### src/rtl/stopwatch_digit_chain_if.sv
// stopwatch_digit_chain_if: control/data bundle of the digit chain; lap signals exist only with STOPWATCH_LAP_CAPTURE_EN
interface stopwatch_digit_chain_if #(parameter int NUM_DIGITS = 4);
  logic clear;
  logic load;
  logic tick;
  logic up;
  logic carry_out;
  logic at_zero;
  logic [4*NUM_DIGITS-1:0] load_val;
  logic [4*NUM_DIGITS-1:0] count;
`ifdef STOPWATCH_LAP_CAPTURE_EN
  logic lap;
  logic lap_valid;
  logic [4*NUM_DIGITS-1:0] lap_val;
  modport master(output clear, load, load_val, tick, up, lap, input count, carry_out, at_zero, lap_val, lap_valid);
  modport slave(input clear, load, load_val, tick, up, lap, output count, carry_out, at_zero, lap_val, lap_valid);
`else
  modport master(output clear, load, load_val, tick, up, input count, carry_out, at_zero);
  modport slave(input clear, load, load_val, tick, up, output count, carry_out, at_zero);
`endif
endinterface

### src/rtl/stopwatch_digit_chain.sv
// stopwatch_digit_chain: cascaded per-digit modulus counters; optional lap capture via STOPWATCH_LAP_CAPTURE_EN
module stopwatch_digit_chain #(
  parameter int NUM_DIGITS = 4,
  parameter logic [31:0] MOD_LIST = 32'h0000_6A6A
) (
  input logic clk,
  input logic reset,
  stopwatch_digit_chain_if.slave bus
);
  localparam int W = 4*NUM_DIGITS;
  logic [W-1:0] cnt, nxt;
  logic [NUM_DIGITS-1:0] mx, mn, en;
  for (genvar g = 0; g < NUM_DIGITS; g++) begin : g_digit
    localparam logic [3:0] M = MOD_LIST[4*g +: 4];
    localparam logic [3:0] MX = M - 4'd1;
    logic [3:0] d, lv;
    assign d = cnt[4*g +: 4];
    assign lv = bus.load_val[4*g +: 4];
    assign mx[g] = d == MX;
    assign mn[g] = d == 4'd0;
    // a digit steps only when every lower digit is about to wrap
    if (g == 0) begin : g_lsd
      assign en[g] = 1'b1;
    end else begin : g_upper
      assign en[g] = bus.up ? &mx[g-1:0] : &mn[g-1:0];
    end
    assign nxt[4*g +: 4] = bus.clear ? 4'd0 :
                           bus.load ? (lv >= M ? MX : lv) :
                           !(bus.tick && en[g]) ? d :
                           bus.up ? (mx[g] ? 4'd0 : d + 4'd1) :
                           (mn[g] ? MX : d - 4'd1);
  end
  always_ff @(posedge clk) begin
    if (!reset) cnt <= '0;
    else cnt <= nxt;
  end
  assign bus.count = cnt;
  assign bus.at_zero = &mn;
  assign bus.carry_out = bus.tick & !bus.clear & !bus.load & reset & (bus.up ? &mx : &mn);
`ifdef STOPWATCH_LAP_CAPTURE_EN
  logic [W-1:0] lap_q;
  logic lap_v;
  always_ff @(posedge clk) begin
    if (!reset || bus.clear) begin
      lap_q <= '0;
      lap_v <= 1'b0;
    end else if (bus.lap) begin
      lap_q <= nxt;
      lap_v <= 1'b1;
    end
  end
  assign bus.lap_val = lap_q;
  assign bus.lap_valid = lap_v;
`endif
endmodule

### src/flat_wrapper.sv
// flat-port wrapper written by rule: the top's interface ports become plain ports
module stopwatch_digit_chain_flat 
#(
  parameter int NUM_DIGITS = 4,
  parameter logic [31:0] MOD_LIST = 32'h0000_6A6A
)
  (clk, reset, bus_clear, bus_load, bus_load_val, bus_tick, bus_up, bus_count, bus_carry_out, bus_at_zero);
  stopwatch_digit_chain_if #(.NUM_DIGITS(NUM_DIGITS)) bus_i ();
  input logic clk;
  input logic reset;
  input wire logic [$bits(bus_i.clear)-1:0] bus_clear;
  input wire logic [$bits(bus_i.load)-1:0] bus_load;
  input wire logic [$bits(bus_i.load_val)-1:0] bus_load_val;
  input wire logic [$bits(bus_i.tick)-1:0] bus_tick;
  input wire logic [$bits(bus_i.up)-1:0] bus_up;
  output wire logic [$bits(bus_i.count)-1:0] bus_count;
  output wire logic [$bits(bus_i.carry_out)-1:0] bus_carry_out;
  output wire logic [$bits(bus_i.at_zero)-1:0] bus_at_zero;
  assign bus_i.clear = bus_clear;
  assign bus_i.load = bus_load;
  assign bus_i.load_val = bus_load_val;
  assign bus_i.tick = bus_tick;
  assign bus_i.up = bus_up;
  assign bus_count = bus_i.count;
  assign bus_carry_out = bus_i.carry_out;
  assign bus_at_zero = bus_i.at_zero;
  stopwatch_digit_chain #(.NUM_DIGITS(NUM_DIGITS), .MOD_LIST(MOD_LIST)) u_core (.clk(clk), .reset(reset), .bus(bus_i));
endmodule
### config.mk
export PLATFORM = sky130hd
export DESIGN_NAME = stopwatch_digit_chain_flat
export DESIGN_NICKNAME = d
export VERILOG_FILES = /design/src/rtl/stopwatch_digit_chain_if.sv /design/src/rtl/stopwatch_digit_chain.sv /design/src/flat_wrapper.sv
export SDC_FILE = /design/constraint.sdc
export NUM_CORES = 1
export LEC_CHECK = 0
export BUFFER_PORTS_ARGS = -buffer_cell sky130_fd_sc_hd__buf_2
export CORE_UTILIZATION = 30
export CTS_BUF_LIST = sky130_fd_sc_hd__clkbuf_8
export CTS_CLUSTER_DIAMETER = 200
export DETAILED_ROUTE_END_ITERATION = 16
export PLACE_DENSITY = 0.51
export SYNTH_ARGS = -nofsm -noshare
export SYNTH_HDL_FRONTEND = slang
export SYNTH_SLANG_ARGS = --single-unit
### constraint.sdc
create_clock -name clk -period 4.35 [get_ports clk]
set_clock_uncertainty 0.05 [all_clocks]
set_input_delay 0 -clock clk [delete_from_list [all_inputs] [get_ports clk]]
set_output_delay 0 -clock clk [all_outputs]
set_load 0.05 [all_outputs]
==> results of run 1 <==
-- final cells by class --
class                   count  share of cell area (%)
clock buffers               4                    3.02
inverters                   3                   0.617
multi-input cells         161                    58.6
flip-flops and latches     16                    17.6
well taps                  67                    4.60
repair buffers             48                    15.6
-- worst min-delay path by stage --
stage          depth (start not counted)  slack, ns                                to
6_report                               3      0.007  u_core.bus.count[0]$_SDFFE_PP0P_
5_1_grt                                3       0.05  u_core.bus.count[0]$_SDFFE_PP0P_
4_1_cts                                3      0.002  u_core.bus.count[0]$_SDFFE_PP0P_
3_5_place_dp                           3       0.21  u_core.bus.count[9]$_SDFFE_PP0P_
3_3_place_gp                           3       0.22  u_core.bus.count[9]$_SDFFE_PP0P_
2_1_floorplan                          2       0.08  u_core.bus.count[9]$_SDFFE_PP0P_
-- routing by layer --
layer	GRT usage [%]	vias to the layer above	share of wire, %
met5	0	-	0
met4	4.70	0	0.98
met3	2.19	4	4.4
li1	-	809	-
met2	25.1	34	46
met1	21.4	737	48
-- timing repair --
action	4_1_cts	5_1_grt
hold endpoints to repair	7	0
hold buffers	9	0
resized for setup	0	0
-- cell usage after synthesis (3+ instances only) --
cell type,count,share of area (%)
nand3b_1,3,1.5
mux2i_1,4,2.6
o21a_1,4,1.9
nand3_1,5,1.6
a221oi_1,3,1.7
a21oi_1,12,3.9
o211ai_1,7,3.4
buf_6,6,4.4
o21ai_0,13,4.2
a22oi_1,4,1.9
nor2_1,14,3.4
xnor2_1,7,4.0
dfxtp_1,16,21
buf_2,7,2.3
clkbuf_1,6,1.5
nand2_1,17,4.1
inv_1,3,0.73
nor3_1,9,2.9
nor4_1,4,1.6
nor2b_1,5,2.0
-- per-stage QoR --
| step | total power, mW | utilization, % | area, um^2 | cells | hold WS (ns) |
|---|---|---|---|---|---|
| after global routing | 0.469 | 37.6 | 1820 | 299 | 0.0544 |
| after global placement | 0.300 | 34.6 | 1680 | 286 | 0.217 |
| after floorplan | 0.275 | - | 1550 | 202 | 0.0826 |
| final | 0.440 | 37.6 | 1820 | 299 | 0.00655 |
| after detailed placement | 0.299 | 34.6 | 1680 | 286 | 0.214 |
| after CTS | 0.448 | 37.6 | 1820 | 299 | 0.00152 |
-- where the power goes --
group	switching [mW]	total (mW)	internal, mW
Combinational	0.0810	0.132	0.0512
Clock	0.0583	0.139	0.0804
Sequential	0.0174	0.170	0.152
-- tightest hold or removal path, cell delays in order --
cell and delay, ns:
buf_2 0.09, nor2_1 0.09, a221oi_1 0.07
-- cell usage in the layout (no fill, tap or decap), drive strengths merged, types with 3 or more instances in the layout --
cell,netlist,final
nor3,10,10
o21ai,13,13
a21o,3,3
a211oi,3,3
a221oi,4,4
nor2b,5,5
inv,3,3
o21a,4,4
dfxtp,16,16
dlygate4sd3,0,9
o211ai,7,7
xnor2,7,7
nand3b,3,3
nand3,6,6
nand2,17,17
a22oi,4,4
clkbuf,7,4
buf,15,39
a21oi,13,13
nor4,5,5
nor2,16,16
mux2i,4,4
-- kinds of logic (layout without fill, tap and decap cells) --
logic type	count (synthesis)	in the layout	share of synthesized area, %
buffers and inverters	25	55	10.1
AO/OA/AOI/OAI	67	67	31.1
XOR/XNOR	9	9	5.10
AND/OR/NAND/NOR	81	81	30.4
flip-flops	16	16	20.7
multiplexers	4	4	2.59
==> summary by stage, run 1 <==
Setup path
The required time at the endpoint of the critical path is 4.30 ns. The termination of the worst setup path is bus_carry_out. The cell count of the worst reg-to-reg path is 5. The buffering stage count on the worst path with inverters included is 1. The slowest stage cell on the critical path is dfxtp_1. The critical path launch point type is a register.

The launching point of the worst reg2reg path is u_core.bus.count[0]$_SDFFE_PP0P_. The type of the worst setup path is register to output port. The family of cells with the greatest summed delay on the critical path is simple AND/OR/NAND/NOR gates. STA classifies the critical path endpoint as an output port. Tracing the worst setup path back leads to its startpoint at u_core.bus.count[0]$_SDFFE_PP0P_. For this run, the slowest stage of the critical path takes 0.67 ns. The critical path data arrival time is 2.16 ns. The worst setup slack for register-to-register paths is 2.41 ns. The top fanout value on the critical path is 15. The logic depth of the worst path, buffers included is 5. The reg-to-reg critical path endpoint is u_core.bus.count[14]$_SDFFE_PP0P_.

Walking the worst path, the cells encountered are and4b_2 > nand4_2 > nor3_1 > o2111a_1 > buf_2.

Timing
The worst setup slack after layout is 2.14 ns. The headroom to the max-slew limit is 57.2%. The fmax is 452 MHz. The sum of negative setup slack is 0 ns. The number of pins exceeding their max-slew limit in the final report is 0. For the pin with the worst max-slew slack, the measured transition is 0.641 ns. The worst path needs 2.21 ns of the cycle, external delays included. Setup violations remaining at the end of the flow were counted as 0. The count of endpoints failing hold in the final timing report is 0. Dividing the final minimum period by the clock period gives 50.9%.

Setup repair after global routing left no endpoint under its margin.

Yosys
The commonest register cell after synthesis is dfxtp_1. The average size of a mapped cell is 7.65 um^2. The netlist area before placement is 1550 um^2.

Yosys mapped the design onto 60 distinct sky130hd cell types. Counting flops with an async set or reset pin after synthesis yields a share of 0%. Counting flops with a built-in enable in the synthesized netlist gives 0. Counting flops and latches in the post-synthesis netlist gives 16. Synthesis produced a netlist whose cell count is 202. When the netlist entered floorplanning its net count stood at 224.

The share of the Yosys chip area taken by registers is 20.7%. During synthesis, Yosys emitted a total of 0 warnings.

CTS
The count of buffers added by post-CTS timing repair for setup is 0. Counting along the longest clock path gives a buffer depth of 2. The H-tree depth reported by CTS is 1.

TritonCTS built the clock tree. The number of clock sinks is 16. The post-CTS clock slew at the launch and capture registers of the worst setup and hold paths is 0.07 ns.

The clock insertion delay at the later pin of the skew report is 0.25 ns. The clock root buffer master is clkbuf_8. Clock tree synthesis inserted a total of 3 buffers.

Detailed routing
The initial detailed-routing violation count is 111. In the routed design, unresolved DRC markers number 0. For this block, the via count after detailed routing is 1584. In the final routed layout, each cell accounts on average for 13.6 um. The number of routed nets with antenna violations is 0. The first TritonRoute pass finished after 4 iterations. Using the TritonRoute via totals, the vias-per-cell ratio works out to 5.30.

After detailed routing, the total wire length is 4070 um.

Place
At the end of routability-driven placement, the weighted congestion stood at 0.800. Before CTS, the worst setup slack after placement is 2.45 ns. After legalization and detailed placement, the total HPWL measured 2780 um.

Input and output buffers added on the ports amount to 39.

Global routing
In the global route stage, overall resource usage came out at 15.6%. The initial antenna violation count is 0. The wire length of the first global-routing pass is 6660 um. Summed over all layers, the global routing overflow is 0.

The maximum number of pins on one net before global-route repair is 36. The via count of the first global-routing pass was 1369.

Layout
The post-route netlist has 25.0% of its cells at a drive strength greater than 1. Summing all multi-input logic gate instances after layout gives 1070 um^2. The number of flip-flops under the largest register name is 16. The storage element area is 320 um^2. The repair_antennas step left the layout with diodes totalling 0. The layout has 514 filler cells.

The net count of the finished layout is 255. Compared with the post-synthesis result, the final layout area differs by 18.1%.

Job
The number of max-cap violations is 0.

Power
In this run the power density over the cells is 241 nW/um^2. The worst-case IR drop observed on VDD is 0.000102 V. Summed over all cells, the static leakage comes to 0.728 nW.

Floorplan
In this run the vertical extent of the chip is 73.8 um. The total die area is 5440 um^2. The total area inside the core boundary comes to 4850 um^2. The die boundary width is 73.8 um. In this run the count of I/O pins placed on the die edge is 40. The initialized floorplan defines 25 standard-cell rows. The effective utilization at floorplan is 31.9%.

Worst hold path
The tightest min-delay check is of the primary input to register type. The critical hold path startpoint is bus_load_val[0].

Outcome
The run finished with clean final reports.
No activity file was read; power rests on OpenSTA's default activity.
==> run 2: changes to the inputs <==
--- a/config.mk
+++ b/config.mk
@@ -10,7 +10,7 @@
 export CTS_BUF_LIST = sky130_fd_sc_hd__clkbuf_8
 export CTS_CLUSTER_DIAMETER = 200
 export DETAILED_ROUTE_END_ITERATION = 16
-export PLACE_DENSITY = 0.51
+export PLACE_DENSITY = 0.53
 export SYNTH_ARGS = -nofsm -noshare
 export SYNTH_HDL_FRONTEND = slang
 export SYNTH_SLANG_ARGS = --single-unit
==> constraint.sdc (replaced) <==
create_clock -name clk -period 1.9 [get_ports clk]
set_clock_uncertainty 0.05 [all_clocks]
set_input_delay 0 -clock clk [delete_from_list [all_inputs] [get_ports clk]]
set_output_delay 0 -clock clk [all_outputs]
set_load 0.05 [all_outputs]
==> run 2 against run 1 <==
Effect of this change:
- power up 130%
- sequential power increased by 120%
- non-clock buffer count increased by 21
- final cell count grew 6.7%
- worst hold slack lost 0.0032 ns
- sequential share of layout area decreased by 0.82 points
- clock power up 100%
- critical path type unchanged
- largest power group is now combinational cells
- clock-buffer cell count fell by 1
- die area unchanged
- combinational power grew to 2.8 times the previous value
==> summary by stage, run 2 (synthesis results as in run 1) <==
Global routing
The via count of the first global-routing pass is 1447 (+5.7%). The final global-route overflow total came to 0 (unchanged). The wire length of the first global-routing pass is 7140 um (+7.3%).

The initial antenna violation count is 0 (unchanged). The combined global-route utilization of all metal layers was 17.1% (+1.5 points). The maximum number of pins on one net before global-route repair is 22 (-39%).

Detailed routing
The initial detailed-routing violation count is 138 (+24%). The via total after detailed routing is 1705 (+7.6%). The total length of routed wires came to 4480 um (+10%). The average vias per placed instance is 5.34 (+0.89%). The wire length per cell after detailed routing was 14.0 um (+3.2%). The detailed-route DRC error count was 0 (unchanged). The number of routed nets with antenna violations came to 0 (unchanged). The number of optimization iterations in the first detailed-route pass came to 4 (unchanged).

Timing
The slew at the pin closest to its max-slew limit was 0.560 ns (-0.0812 ns). The number of failing setup endpoints in the final timing report is 0 (unchanged). The count of endpoints failing hold in the final timing report is 0 (unchanged). The sum of negative setup slack was 0 ns (unchanged).

The headroom to the max-slew limit is 62.7% (+5.5 points). The final clock period utilization by the worst path is 98.3%. The number of pins exceeding their max-slew limit in the final report is 0 (unchanged). The final critical delay including setup and external delays is 1.87 ns. Based on the critical path, the design can be clocked at up to 536 MHz. Setup repair after global routing could not meet its margin everywhere.

Power
The clock share of power came to 27.2% (-4.3 points). The ratio of total power to cell area is 500 nW/um^2 (+110%). The switching part of the total was 37.3% (+1.7 points). The worst supply voltage drop on vdd was 0.000405 V (+300%).

The switching power of the nets is 0.382 mW (+140%). The static leakage power came to 0.844 nW (+16%). The cell-internal power is 0.642 mW (+130%). The combinational power share is 36.7% (+6.7 points). The total design power is 1.02 mW (+130%). The portion of total power attributed to sequential cells is 36.1% (-2.4 points).

Layout
The total inserted antenna cells is 0 (unchanged). The net count of the finished layout came to 276 (+8.2%). The area added between synthesis and finish is 32.6%. The fraction of final layout cells with drive strength greater than 1 is 38.1% (+13 points). The non-filler instance count after layout is 319 (+6.7%).

Leaving out fill and tap cells, the most frequent cells in the layout are buf_2 (37), buf_4 (22), nand2_1 (16). The number of flip-flops under the largest register name is 16 (unchanged). The library cell used most frequently in the layout, excluding fill and tap cells, is buf_2.

Place
The half-perimeter wire length of the detailed placement result is 3140 um (+13%). The number of buffer cells added on primary ports is 39 (unchanged). The post-placement cell count is 300 (+4.9%). The weighted congestion reported at the end of routability-driven placement is 0.824 (+3.0%).

Worst hold path
The critical hold path startpoint is bus_load_val[0]. In this run the worst hold path is classified as primary input to register.

Floorplan
The area of the placeable core is 4850 um^2 (unchanged). The die boundary width is 73.8 um (unchanged). The I/O pin count is 40 (unchanged). The total die area is 5440 um^2 (unchanged). The effective utilization at floorplan came to 31.9% (unchanged). The die extent in y is 73.8 um (unchanged). The number of rows created at floorplan is 25 (unchanged).

CTS
The number of clock sinks is 16 (unchanged). The clock insertion delay at the later pin of the skew report is 0.26 ns (about the same). The CTS tree is built. The clock root buffer master is clkbuf_8.

The post-CTS clock slew at the launch and capture registers of the worst setup and hold paths is 0.07 ns (about the same). The number of clock buffers inserted by TritonCTS came to 3 (unchanged). The maximum root-to-sink buffer count is 2 (unchanged).

The H-tree depth reported by CTS came to 1 (unchanged).

Setup path
The worst setup slack for register-to-register paths is 0.19 ns (-2.22 ns). The termination of the worst setup path is bus_at_zero. In this run the critical register-to-register path is captured at u_core.bus.count[14]$_SDFFE_PP0P_.

In this run the critical register-to-register path is launched from u_core.bus.count[11]$_SDFFE_PP0P_. The top fanout value on the critical path came to 5 (-10). The cell count of the worst reg-to-reg path is 5 (unchanged). STA classifies the critical path startpoint as a register.

The source of the critical timing path is u_core.bus.count[14]$_SDFFE_PP0P_. By startpoint and endpoint, the worst setup path is classified as register to output port. The required time at the endpoint of the critical path is 1.85 ns (-2.45 ns).

The critical path data arrival time is 1.82 ns (-0.34 ns). The sort of element at the end of the critical path is an output port.

Job
The number of max-cap violations came to 0 (unchanged).

Outcome
The flow ran to the end, and the final reports show no timing, DRC or antenna violations.
[run 2: changes by cell type in the layout (fill, tap and decap cells not counted), moves of 2 or more]
cell,delta
buf_2,-2
buf_4,+22
dfxtp_1,-10
dfxtp_2,+6
dfxtp_4,+4
nor3_1,-2
[run 2: worst max-delay path, stage by stage, from the launching register on]
cell and delay [ns]:
dfxtp_4 0.36, or4_4 0.55, buf_4 0.15, nor3_2 0.21, clkbuf_4 0.27
[run 2: layer usage]
metal  routed length, um  GRT usage [%]  vias to the layer above
met5                   0              0                        -
met4                  32           3.85                        0
met3                 166           3.84                        4
met2                2160           27.1                       35
met1                2120           23.4                      814
li1                    -              -                      852
[run 2: timing repair]
action                                 in CTS  in global routing
resized for setup                          10                  7
setup endpoints to repair                   1                  1
pin swaps                                   2                  4
gates cloned                                0                  0
endpoints found under the hold margin       7                  0
buffers inserted                            3                  5
hold buffers                                8                  0
[run 2: metrics by stage]
stage | utilization, % | area [um^2] | hold slack [ns] | worst slack (ns)
after floorplan | - | 1560 | 0.0751 | -0.0396
after global placement | 37.2 | 1800 | 0.207 | 0.173
after detailed placement | 37.2 | 1800 | 0.208 | 0.154
after CTS | 40.9 | 1980 | 0.00386 | -0.00854
after global routing | 42.2 | 2050 | 0.0448 | -0.0298
final | 42.2 | 2050 | 0.00339 | 0.0326
[run 2: worst min-delay path by stage]
| stage | cells after the start | to | slack, ns |
|---|---|---|---|
| detailed placement | 3 | u_core.bus.count[9]$_SDFFE_PP0P_ | 0.21 |
| finish | 3 | u_core.bus.count[0]$_SDFFE_PP0P_ | 0.003 |
| global placement | 3 | u_core.bus.count[9]$_SDFFE_PP0P_ | 0.21 |
| global route | 3 | u_core.bus.count[0]$_SDFFE_PP0P_ | 0.04 |
| CTS | 3 | u_core.bus.count[0]$_SDFFE_PP0P_ | 0.004 |
| floorplan | 2 | u_core.bus.count[9]$_SDFFE_PP0P_ | 0.08 |
[run 2: power groups by stage]
stage	clock [mW]	combinational (mW)	sequential [mW]
2_1_floorplan	0	0.218	0.415
3_3_place_gp	0	0.328	0.384
3_5_place_dp	0	0.329	0.384
4_1_cts	0.284	0.351	0.373
5_1_grt	0.299	0.408	0.372
6_report	0.278	0.376	0.370
[run 2: area by class of cell]
| cell class | instances | area, um^2 |
|---|---|---|
| sequential | 16 | 343 |
| timing repair buffer | 69 | 453 |
| clock buffer | 3 | 41.3 |
| multi-input combinational | 161 | 1120 |
| fill | 501 | 2800 |
| inverter | 3 | 11.3 |
| tap | 67 | 83.8 |
==> run 3: changes to the inputs <==
--- a/config.mk
+++ b/config.mk
@@ -6,11 +6,14 @@
 export NUM_CORES = 1
 export LEC_CHECK = 0
 export BUFFER_PORTS_ARGS = -buffer_cell sky130_fd_sc_hd__buf_2
-export CORE_UTILIZATION = 30
+export CELL_PAD_IN_SITES_DETAIL_PLACEMENT = 1
+export CELL_PAD_IN_SITES_GLOBAL_PLACEMENT = 2
+export CORE_UTILIZATION = 28
 export CTS_BUF_LIST = sky130_fd_sc_hd__clkbuf_8
 export CTS_CLUSTER_DIAMETER = 200
 export DETAILED_ROUTE_END_ITERATION = 16
-export PLACE_DENSITY = 0.53
+export PLACE_DENSITY = 0.8
+export SETUP_SLACK_MARGIN = 0.15
 export SYNTH_ARGS = -nofsm -noshare
 export SYNTH_HDL_FRONTEND = slang
 export SYNTH_SLANG_ARGS = --single-unit
==> run 3 against run 2 <==
Effect of this change:
- final cell count decreased by 2.5%
- the run now ends with setup timing left
- clock-buffer cell count did not move
- critical path type unchanged
- sequential power grew 2%
- critical endpoint is now bus_carry_out
- setup slack worse by 0.059 ns
- register-to-register slack improved by 0.06 ns
==> summary by stage, run 3 (synthesis results as in run 1) <==
Layout
The multi-input combinational cell area was 1110 um^2 (-0.67%). The utilization of the core after routing is 38.1% (-4.1 points). The net count of the finished layout is 264 (-4.3%). The storage element area is 357 um^2 (+4.0%). The fraction of final layout cells with drive strength greater than 1 came to 36.5% (-1.6 points). The non-filler instance count after layout was 311 (-2.5%). The total inserted antenna cells is 0 (unchanged).

The number of flip-flops under the largest register name is 16 (unchanged). Leaving out fill and tap cells, the most frequent cell in the layout is buf_2. The fill cell total of the finished layout was 665 (+33%). The area added between synthesis and finish is 28.3%. In the layout the commonest cells are buf_2 (37), nand2_1 (17), nor2_1 (14).

Setup path
The delay of the slowest cell on the worst path is 0.56 ns (about the same). Traced cell by cell, the critical path runs through or4_4 > nor4_2 > o2111a_2 > buf_6. The critical path data arrival time is 1.88 ns (+0.06 ns).

The required time at the endpoint of the critical path is 1.85 ns (about the same). The worst setup path is launched from a register. The slowest stage cell on the critical path is or4_4.

The sort of element at the end of the critical path is an output port. The buffering stage count on the worst path with inverters included came to 1 (-1). Broken down by cell family, the worst path's largest delay share belongs to simple AND/OR/NAND/NOR gates. The top fanout value on the critical path was 9 (+4). The critical path is of the register to output port type.

Detailed routing
The average vias per placed instance is 5.30 (-0.86%). The detailed-route DRC error count is 0 (unchanged). The wire length per cell after detailed routing is 15.2 um (+8.0%).

The number of routed nets with antenna violations was 0 (unchanged). The via total after detailed routing was 1648 (-3.3%). The initial detailed-routing violation count is 93 (-33%). The number of optimization iterations in the first detailed-route pass is 4 (unchanged). The total length of routed wires is 4720 um (+5.3%).

CTS
TritonCTS built the clock tree. The clock insertion delay at the later pin of the skew report is 0.26 ns (about the same). The count of buffers added by post-CTS timing repair for setup came to 0 (-3). The H-tree depth reported by CTS is 1 (unchanged). The maximum root-to-sink buffer count is 2 (unchanged).

The number of clock sinks is 16 (unchanged). The post-CTS clock slew at the launch and capture registers of the worst setup and hold paths is 0.08 ns (about the same). The cell sitting at the root of the clock tree is a clkbuf_8.

The number of clock buffers inserted by TritonCTS is 3 (unchanged).

Job
The number of max-cap violations came to 0 (unchanged).

Global routing
The fraction of met1 tracks used by global routing is 22.0% (-1.4 points). The met2 demand-to-capacity share in global routing is 28.0% (+0.90 points). The final global-route overflow total is 0 (unchanged). The maximum number of pins on one net before global-route repair is 28 (+27%). The initial antenna violation count is 0 (unchanged).

The wire length of the first global-routing pass is 7790 um (+9.1%). The via count of the first global-routing pass is 1561 (+7.9%). The highest-utilization routing layer at the global route stage is met2. The met3 usage in global routing is 3.35% (-0.49 points). The combined global-route utilization of all metal layers is 16.6% (-0.45 points).

Floorplan
The die boundary width was 76.3 um (+3.4%). The I/O pin count is 40 (unchanged). The die extent in y is 76.3 um (+3.4%). The effective utilization at floorplan is 29.7% (-2.2 points).

The number of rows created at floorplan is 26 (+4.0%). The total die area came to 5820 um^2 (+6.9%). The area of the placeable core is 5200 um^2 (+7.4%).

Place
The post-placement cell count is 298 (-0.67%). The weighted congestion reported at the end of routability-driven placement is 0.757 (-8.2%). The half-perimeter wire length of the detailed placement result is 3430 um (+9.2%).

The worst slack at placement was 0.191 ns (+0.0364 ns). The number of buffer cells added on primary ports came to 39 (unchanged).

Power
The worst supply voltage drop on vdd came to 0.000301 V (-26%). The ratio of total power to cell area is 511 nW/um^2 (+2.2%). The static leakage power is 0.783 nW (-7.2%).

Timing
The slew at the pin closest to its max-slew limit is 0.714 ns (+0.154 ns). The number of pins exceeding their max-slew limit in the final report was 0 (unchanged). The final clock period utilization by the worst path is 101% (+3.1 points). The number of failing setup endpoints in the final timing report is 1 (+1).

The count of endpoints failing hold in the final timing report came to 0 (unchanged). The worst setup slack after layout is -0.0265 ns (-0.0591 ns). The headroom to the max-slew limit was 51.1% (-12 points).

The sum of negative setup slack is -0.0265 ns (-0.0265 ns). Setup repair after global routing could not meet its margin everywhere. The final critical delay including setup and external delays came to 1.93 ns (+0.0591 ns). The fmax is 519 MHz (-3.1%).

Outcome
The final reports fail on setup timing. The flow ran to the end, but the final reports show violations.

Worst hold path
The worst hold path class is primary input to register.
## run 3: cell types whose count changed in the layout (fill, tap and decap cells not counted), sizes merged
cell / previous run / this run
dlygate4sd3: 8 / 9
clkbuf: 4 / 3
buf: 60 / 48
clkinv: 0 / 1
## run 3: layout make-up
cell class | count | share of cell area (%)
clock buffer | 3 | 2.08
clock inverter | 1 | 0.189
sequential | 16 | 18.0
inverter | 3 | 0.568
tap | 70 | 4.42
timing repair buffer | 57 | 18.9
multi-input combinational | 161 | 55.9
## run 3: metal layers
layer  part of all wire (%)  wire length, um  vias to the layer above
met5                      0                0                        -
met2                     47             2200                       31
li1                       -                -                      829
met1                     50             2350                      784
met4                   0.55               26                        0
met3                    2.9              139                        4
## run 3: what timing repair did
item / 4_1_cts / 5_1_grt
gates resized for setup: 4 / 2
endpoints found under the hold margin: 8 / 0
gates cloned: 0 / 0
endpoints found under the setup margin: 2 / 3
hold buffers: 9 / 0
## run 3: stage by stage
| stage | hold WS, ns | power, mW | instance area [um^2] |
|---|---|---|---|
| floorplan | 0.0725 | 0.643 | 1640 |
| global placement | 0.201 | 0.719 | 1830 |
| detailed placement | 0.205 | 0.723 | 1830 |
| CTS | 0.0297 | 1.03 | 1980 |
| global route | 0.0462 | 1.07 | 1980 |
| finish | 0.0373 | 1.01 | 1980 |
## run 3: worst register-to-register path, cell delays in order, from the launching register on
cell and delay (ns):
dfxtp_2 0.44, and4b_2 0.27, nand4_2 0.18, a21oi_4 0.26
mux2i_2 0.26, a221oi_2 0.08
## run 3: report_power, final
group | internal [mW] | switching (mW)
Combinational | 0.145 | 0.210
Clock | 0.144 | 0.136
Sequential | 0.345 | 0.0339
Total | 0.634 | 0.380
## run 3: path summary, 6_finish.rpt
path	to	from	slack [ns]	cells past startpoint
min reg2reg	u_core.bus.count[6]$_SDFFE_PP0P_	u_core.bus.count[6]$_SDFFE_PP0P_	0.51	2
max reg2reg	u_core.bus.count[14]$_SDFFE_PP0P_	u_core.bus.count[6]$_SDFFE_PP0P_	0.25	5
min	u_core.bus.count[11]$_SDFFE_PP0P_	bus_load	0.04	3
max	bus_carry_out	u_core.bus.count[12]$_SDFFE_PP0P_	-0.03	4
